`config.mk`:
```
export PLATFORM = sky130hd
export DESIGN_NAME = if_stage_fetch
export DESIGN_NICKNAME = d
export VERILOG_FILES = /design/src/rtl/if_stage_fetch.sv
export SDC_FILE = /design/constraint.sdc
export NUM_CORES = 1
export LEC_CHECK = 0
export CORE_MARGIN = 2
export CORE_UTILIZATION = 54
export DETAILED_ROUTE_END_ITERATION = 7
export PLACE_DENSITY = 0.87
export SLEW_MARGIN = 5
export SYNTH_ARGS = -nofsm -noshare
export SYNTH_HDL_FRONTEND = slang
export SYNTH_SLANG_ARGS = --single-unit
export TNS_END_PERCENT = 1
```
`constraint.sdc`:
```
create_clock -name clk_i -period 7.6 [get_ports clk_i]
set_clock_uncertainty 0.2 [all_clocks]
set_input_delay 1.52 -clock clk_i [delete_from_list [all_inputs] [get_ports clk_i]]
set_output_delay 1.52 -clock clk_i [all_outputs]
set_load 0.1 [all_outputs]
```
`src/rtl/if_stage_fetch.sv`:
```
// Instruction-fetch stage: drives a request/ack instruction memory and feeds
// the IF/ID register. It holds one fetched word while the pipeline is stalled,
// and it drains a request that a redirect has made obsolete.
module if_stage_fetch #(
    parameter logic [31:0] RESET_PC = 32'h0000_0000
) (
    input  logic        clk_i,
    input  logic        rst_i,
    output logic        imem_req_o,
    output logic [31:0] imem_addr_o,
    input  logic        imem_ack_i,
    input  logic [31:0] imem_data_i,
    input  logic        stall_i,
    input  logic        redirect_i,
    input  logic [31:0] redirect_pc_i,
    output logic [31:0] PC_o,
    output logic [31:0] instr_o,
    output logic        IF_ID_Write_o,
    output logic        IF_Flush_o
);

    typedef enum logic [1:0] {
        IDLE,
        FETCH,
        HOLD,
        DROP
    } state_t;

    localparam logic [31:0] RESET_PC_WORD = RESET_PC & 32'hFFFF_FFFC;

    state_t      state_q;
    logic [31:0] pc_q;
    logic [31:0] drop_addr_q;
    logic [31:0] buf_pc_q;
    logic [31:0] buf_instr_q;

    logic [31:0] pc_plus4;
    logic [31:0] redirect_word;

    assign pc_plus4      = pc_q + 32'd4;
    assign redirect_word = redirect_pc_i & 32'hFFFF_FFFC;

    // Memory-side and pipeline-side outputs decoded from the state and the current inputs
    always_comb begin
        imem_req_o    = 1'b0;
        imem_addr_o   = pc_q;
        IF_ID_Write_o = 1'b0;
        IF_Flush_o    = 1'b0;
        PC_o          = '0;
        instr_o       = '0;
        case (state_q)
            IDLE: begin
            end
            FETCH: begin
                imem_req_o  = 1'b1;
                imem_addr_o = pc_q;
                PC_o        = pc_plus4;
                instr_o     = imem_ack_i ? imem_data_i : '0;
                if (redirect_i) begin
                    IF_Flush_o = 1'b1;
                end else if (imem_ack_i) begin
                    IF_ID_Write_o = !stall_i;
                end else begin
                    IF_Flush_o = !stall_i;
                end
            end
            HOLD: begin
                PC_o    = buf_pc_q;
                instr_o = buf_instr_q;
                if (redirect_i) begin
                    IF_Flush_o = 1'b1;
                end else begin
                    IF_ID_Write_o = !stall_i;
                end
            end
            DROP: begin
                imem_req_o  = 1'b1;
                imem_addr_o = drop_addr_q;
                IF_Flush_o  = !stall_i;
            end
            default: begin
            end
        endcase
    end

    // Fetch sequencing: PC update, stall buffering and obsolete-request draining
    always_ff @(posedge clk_i) begin
        if (rst_i) begin
            state_q     <= IDLE;
            pc_q        <= RESET_PC_WORD;
            drop_addr_q <= '0;
            buf_pc_q    <= '0;
            buf_instr_q <= '0;
        end else begin
            case (state_q)
                IDLE: begin
                    state_q <= FETCH;
                end
                FETCH: begin
                    if (redirect_i) begin
                        pc_q <= redirect_word;
                        if (!imem_ack_i) begin
                            // The request must still complete at its original address.
                            drop_addr_q <= pc_q;
                            state_q     <= DROP;
                        end
                    end else if (imem_ack_i) begin
                        pc_q <= pc_plus4;
                        if (stall_i) begin
                            buf_pc_q    <= pc_plus4;
                            buf_instr_q <= imem_data_i;
                            state_q     <= HOLD;
                        end
                    end
                end
                HOLD: begin
                    if (redirect_i) begin
                        pc_q    <= redirect_word;
                        state_q <= FETCH;
                    end else if (!stall_i) begin
                        state_q <= FETCH;
                    end
                end
                DROP: begin
                    if (redirect_i) begin
                        pc_q <= redirect_word;
                    end
                    if (imem_ack_i) begin
                        state_q <= FETCH;
                    end
                end
                default: begin
                    state_q <= IDLE;
                end
            endcase
        end
    end

endmodule

```
== Word-level counts from Yosys, hierarchy flattened ==
Index checks and enable logic that the tools add are counted.
Storage, ports and cells
  register bits after elaboration: 130
  output and inout port bits: 99
  latch bits: 0
  input port bits: 69
  memories: 0
  memory bits (writable): 0
  bits in read-only memories: 0
  logic and storage cells: 51
Cells by class
  bitwise logic cells: 2
  muxes and demuxes: 25
  add/subtract/negate cells: 1
  shifts and indexed selects: 0
  order comparisons: 0
  multipliers: 0
  divide/modulo/power cells: 0
  reduce and logical (&&, ||, !) cells: 9
  eq/ne operators: 9
Operators with widths (number)
  32-bit case mux with 2 select lines: 3
  32-bit two-way mux: 5
  32-bit by 3-bit adder with 32-bit output, second input constant: 1
  2-bit two-way mux: 7
  3-bit inequality test, second input constant: 4
  2-bit case mux with 4 select lines: 1
  1-bit two-way mux: 7
  3-bit AND reduction: 2
  5-bit AND reduction: 1
  2-bit equality test, second input constant: 2
  4-bit AND reduction: 1
  2-bit OR reduction: 2
  1-bit case mux with 3 select lines: 1
  2-bit by 1-bit equality test with 1-bit output, second input constant: 1
  2-bit zero test: 1
  2-bit by 1-bit inequality test with 1-bit output, second input constant: 1
  2-bit inequality test, second input constant: 1
  1-bit inverter: 2
  1-bit case mux with 2 select lines: 1
  2-bit nonzero test: 1
  1-bit zero test: 1

== Depth between registers and ports, before layout ==
  word-level depth: 4
  depth in mapped cells: 10
  mapped depth without buffers: 7

== Least setup slack after synthesis ==
OpenSTA, ideal clock, no wires.
  kind: reg-to-output
  start point: register pc_q[2]
  end point: output PC_o[30]
  path buffers: 1
  cell stages (with the launch flop): 8
  path slack: 1879 ps
  data required time: 5880 ps
  data arrival time: 4001 ps
  cells stage by stage: dfxtp_1 -> ha_1 -> nand4_1 -> or4_1 -> buf_6 -> nor4_4 -> xnor2_1 -> o21ai_0
On the way
  cells in the longest elaborated chain, start to end: 2
Ends and longest elaborated chain
  start, declared: line 32  | logic [31:0] pc_q;
  start signal, assigned: line 101  | pc_q <= redirect_word;
  start signal, assigned: line 108  | pc_q <= pc_plus4;
  start signal, assigned: line 118  | pc_q <= redirect_word;
  32-bit by 3-bit adder with 32-bit output: line 40  | assign pc_plus4 = pc_q + 32'd4;
  32-bit case mux with 2 select lines: line 51  | case (state_q)
  end, declared: line 16  | output logic [31:0] PC_o,
Every way passes these cells.

== Final worst setup path ==
Same ends and word-level chain as after synthesis.

==> impl_metrics.tcl <==
set metrics [dict create \
    combPwrFrac_pct 31.6 \
    fillers 956 \
    async_flop_share_pct 0 \
    ir_worst_vdd_v 0.000159 \
    avgRoutedWirePerCell_um 17.1 \
    holdWs_ps 252 \
    place_area_um2 8400 \
    tightest_slew_ps 1130 \
    synth_top_area_cell "dfxtp_1" \
    io_buffers 161 \
    drt-initial-drc-count 810 \
    vias_per_cell 5.91 \
    track_usage_pct 30.0 \
    ys.flop_type "dfxtp_1" \
    ant_nets 0 \
    hpwl_um 13500 \
    switchingPower_uw 840 \
    grt_pass1_vias 6387 \
    drive_gt1_share_pct 7.92 \
    die_x_um 117 \
    fin_crit_ps 5910 \
    clock_path_buffers 2 \
    multiInputGateArea_um2 3950 \
    avgSynthCellArea_um2 7.47 \
    cts_made_buffers 17 \
    clockPowerShare_pct 34.6 \
    clk_latency_ps 430 \
    ctsResizeCount 0 \
    cts-root-buf "clkbuf_16" \
    die_h_um 117 \
    slew_viol_final 0 \
    min_path_type "reg2reg" \
    totalPowerFinal_uw 2190 \
    p_leak_uw 0.00297 \
    grt_overflow_total 0 \
    rows 41 \
    hold_violations 0 \
    worstPathArrival_ps 4190 \
    die-area_um2 13700 \
    swShare_pct 38.3 \
    final_nets 1097 \
    seq_area_um2 2480 \
    p_per_area_nw_per_um2 245 \
    place_inst 1176 \
    synth_area_leaders "dfxtp_1, nand2_1, a21oi_1" \
    grt_pass1_wl_um 32000 \
    power_frac_seq_pct 33.8 \
    timing.final.crit_share_pct 77.7 \
    finalSetupViolCount 0 \
    max_freq_mhz 169 \
    clk_pin_slew_ps 60 \
    cap_violations 0 \
    fin_area_um2 8950 \
    synth.distinct_cells 58 \
    netlist_instances 924 \
    grt_max_degree 75 \
    antenna_found_initial 0 \
    rsz0062_at_grt "no" \
    status "finished clean" \
    cp_max_fo 8 \
    setup.worst_path.class "reg2out" \
    yosys.area.top_type_share_pct 36.0 \
    syn_area_um2 6900 \
    start_kind "flip-flop" \
    yosysWarningCount 0 \
    seq_area_frac_synth_pct 36.0 \
    core_area_um2 12600 \
    cts_tree "yes" \
    internal_power_uw 1350 \
    synth_edf_count 0 \
    crit_path_end_kind "primary output" \
    gp_congestion 0.911 \
    cp.required_ps 5880 \
    finalNonFillerCells 1208 \
    cts.htree.levels 4 \
    clkSinkCount 124 \
    postCtsSetupBuffers 0 \
    initial_core_util_pct 54.9 \
    synth_seq_cells 124 \
    drc 0 \
    cts.hold.buffers_added 0 \
    totalWireLength_um 20700 \
    num_io_pins 168 \
    relSlewSlack_pct 24.7 \
    antenna_cells 0 \
    area_growth_pct 29.7 \
    final.setup.tns_ps 0 \
    vias 7143 \
    first_pass_iters 6 \
]
## cells in the mapped netlist (12+ instances only)
| cell type | instances |
|---|---|
| nand2_1 | 193 |
| dfxtp_1 | 124 |
| a21oi_1 | 85 |
| clkbuf_1 | 69 |
| nor2_1 | 65 |
| o21ai_0 | 45 |
| a22oi_1 | 41 |
| nor2b_1 | 38 |
| a211oi_1 | 26 |
| nand3_1 | 26 |
| mux2_2 | 24 |
| xor2_1 | 15 |
| inv_1 | 14 |
| xnor2_1 | 13 |
| buf_4 | 12 |
| nand4_1 | 12 |
## state kept, by name, indices dropped and copies added, names as in the netlist
signal / count
pc_q: 30
buf_instr_q: 32
buf_pc_q: 30
drop_addr_q: 30
state_q: 2
## cell usage in the layout (no fill, tap or decap), drive strengths merged, types with 2 or more instances in the layout
cell type	n
nand2	193
clkdlybuf4s50	157
dfxtp	124
a21oi	85
nor2	65
o21ai	45
a22oi	41
nor2b	38
a211oi	27
nand3	26
clkbuf	26
mux2	24
buf	17
xor2	15
inv	14
xnor2	13
nand4	13
a31oi	10
and2	9
nor3	9
or3	8
and3	7
nor4	6
o32ai	5
ha	5
or2	4
and4	4
mux2i	4
o211ai	4
conb	4
clkinv	4
o31a	3
or4	2
nor3b	2
a32oi	2
a2bb2oi	2
o211a	2
a211o	2
a22o	2
a311oi	2
## metal layers
| layer | vias to the layer above | track usage [%] | part of all wire (%) | wire length (µm) |
|---|---|---|---|---|
| met2 | 380 | 46.1 | 46 | 9580 |
| met5 | - | 0 | 0 | 0 |
| met3 | 50 | 8.14 | 10 | 2140 |
| li1 | 3389 | - | - | - |
| met1 | 3324 | 40.2 | 41 | 8400 |
| met4 | 0 | 12.2 | 2.6 | 539 |
## power by group through the flow
stage	Sequential, µW	Combinational (µW)	Clock (µW)
2_1_floorplan	716	548	0
3_3_place_gp	749	678	0
3_5_place_dp	751	683	0
4_1_cts	739	689	761
5_1_grt	747	725	795
6_report	742	693	759
## worst max-delay path, stage by stage (launching register included)
cell	delay (ps)
dfxtp_1	470
ha_1	300
nand4_1	220
or4_1	740
nor4_4	390
xnor2_1	190
o21ai_0	250
clkdlybuf4s50_1	1180
## through the flow
stage               util, %  worst slack [ps]
floorplan                 -              1880
global placement       66.8              1850
detailed placement     66.8              1780
CTS                    71.2              1710
global route           71.2              1530
finish                 71.2              1690
## path summary, 6_finish.rpt
path	startpoint	end	slack [ps]	depth (start not counted)
setup / recovery	pc_q[2]	PC_o[30]	1690	7
hold reg to reg	drop_addr_q[5]	drop_addr_q[5]	250	2
setup reg to reg	state_q[1]	buf_pc_q[5]	4130	8
hold / removal	drop_addr_q[5]	drop_addr_q[5]	250	2
## final cells by class
type	instances	area share, %
multi-input cells	692	44.2
flip-flops and latches	124	27.7
repair buffers	174	19.0
well taps	172	2.40
inverters	14	0.587
clock buffers	26	5.46
clock inverters	6	0.685
## logic make-up (layout without fill, tap and decap cells)
kind of cell	Yosys count	in the layout	synth area share [%]
adders and majority gates	5	5	0.906
xor gates and xnor gates	28	28	3.55
DFF	124	124	36.0
muxes	28	28	4.50
AOI/OAI and AO/OA	239	239	21.7
and+or+nand+nor	388	388	26.2
buffers and inverters	111	220	7.12
other	1	4	0.0543
(Power assumes the default switching activity.)
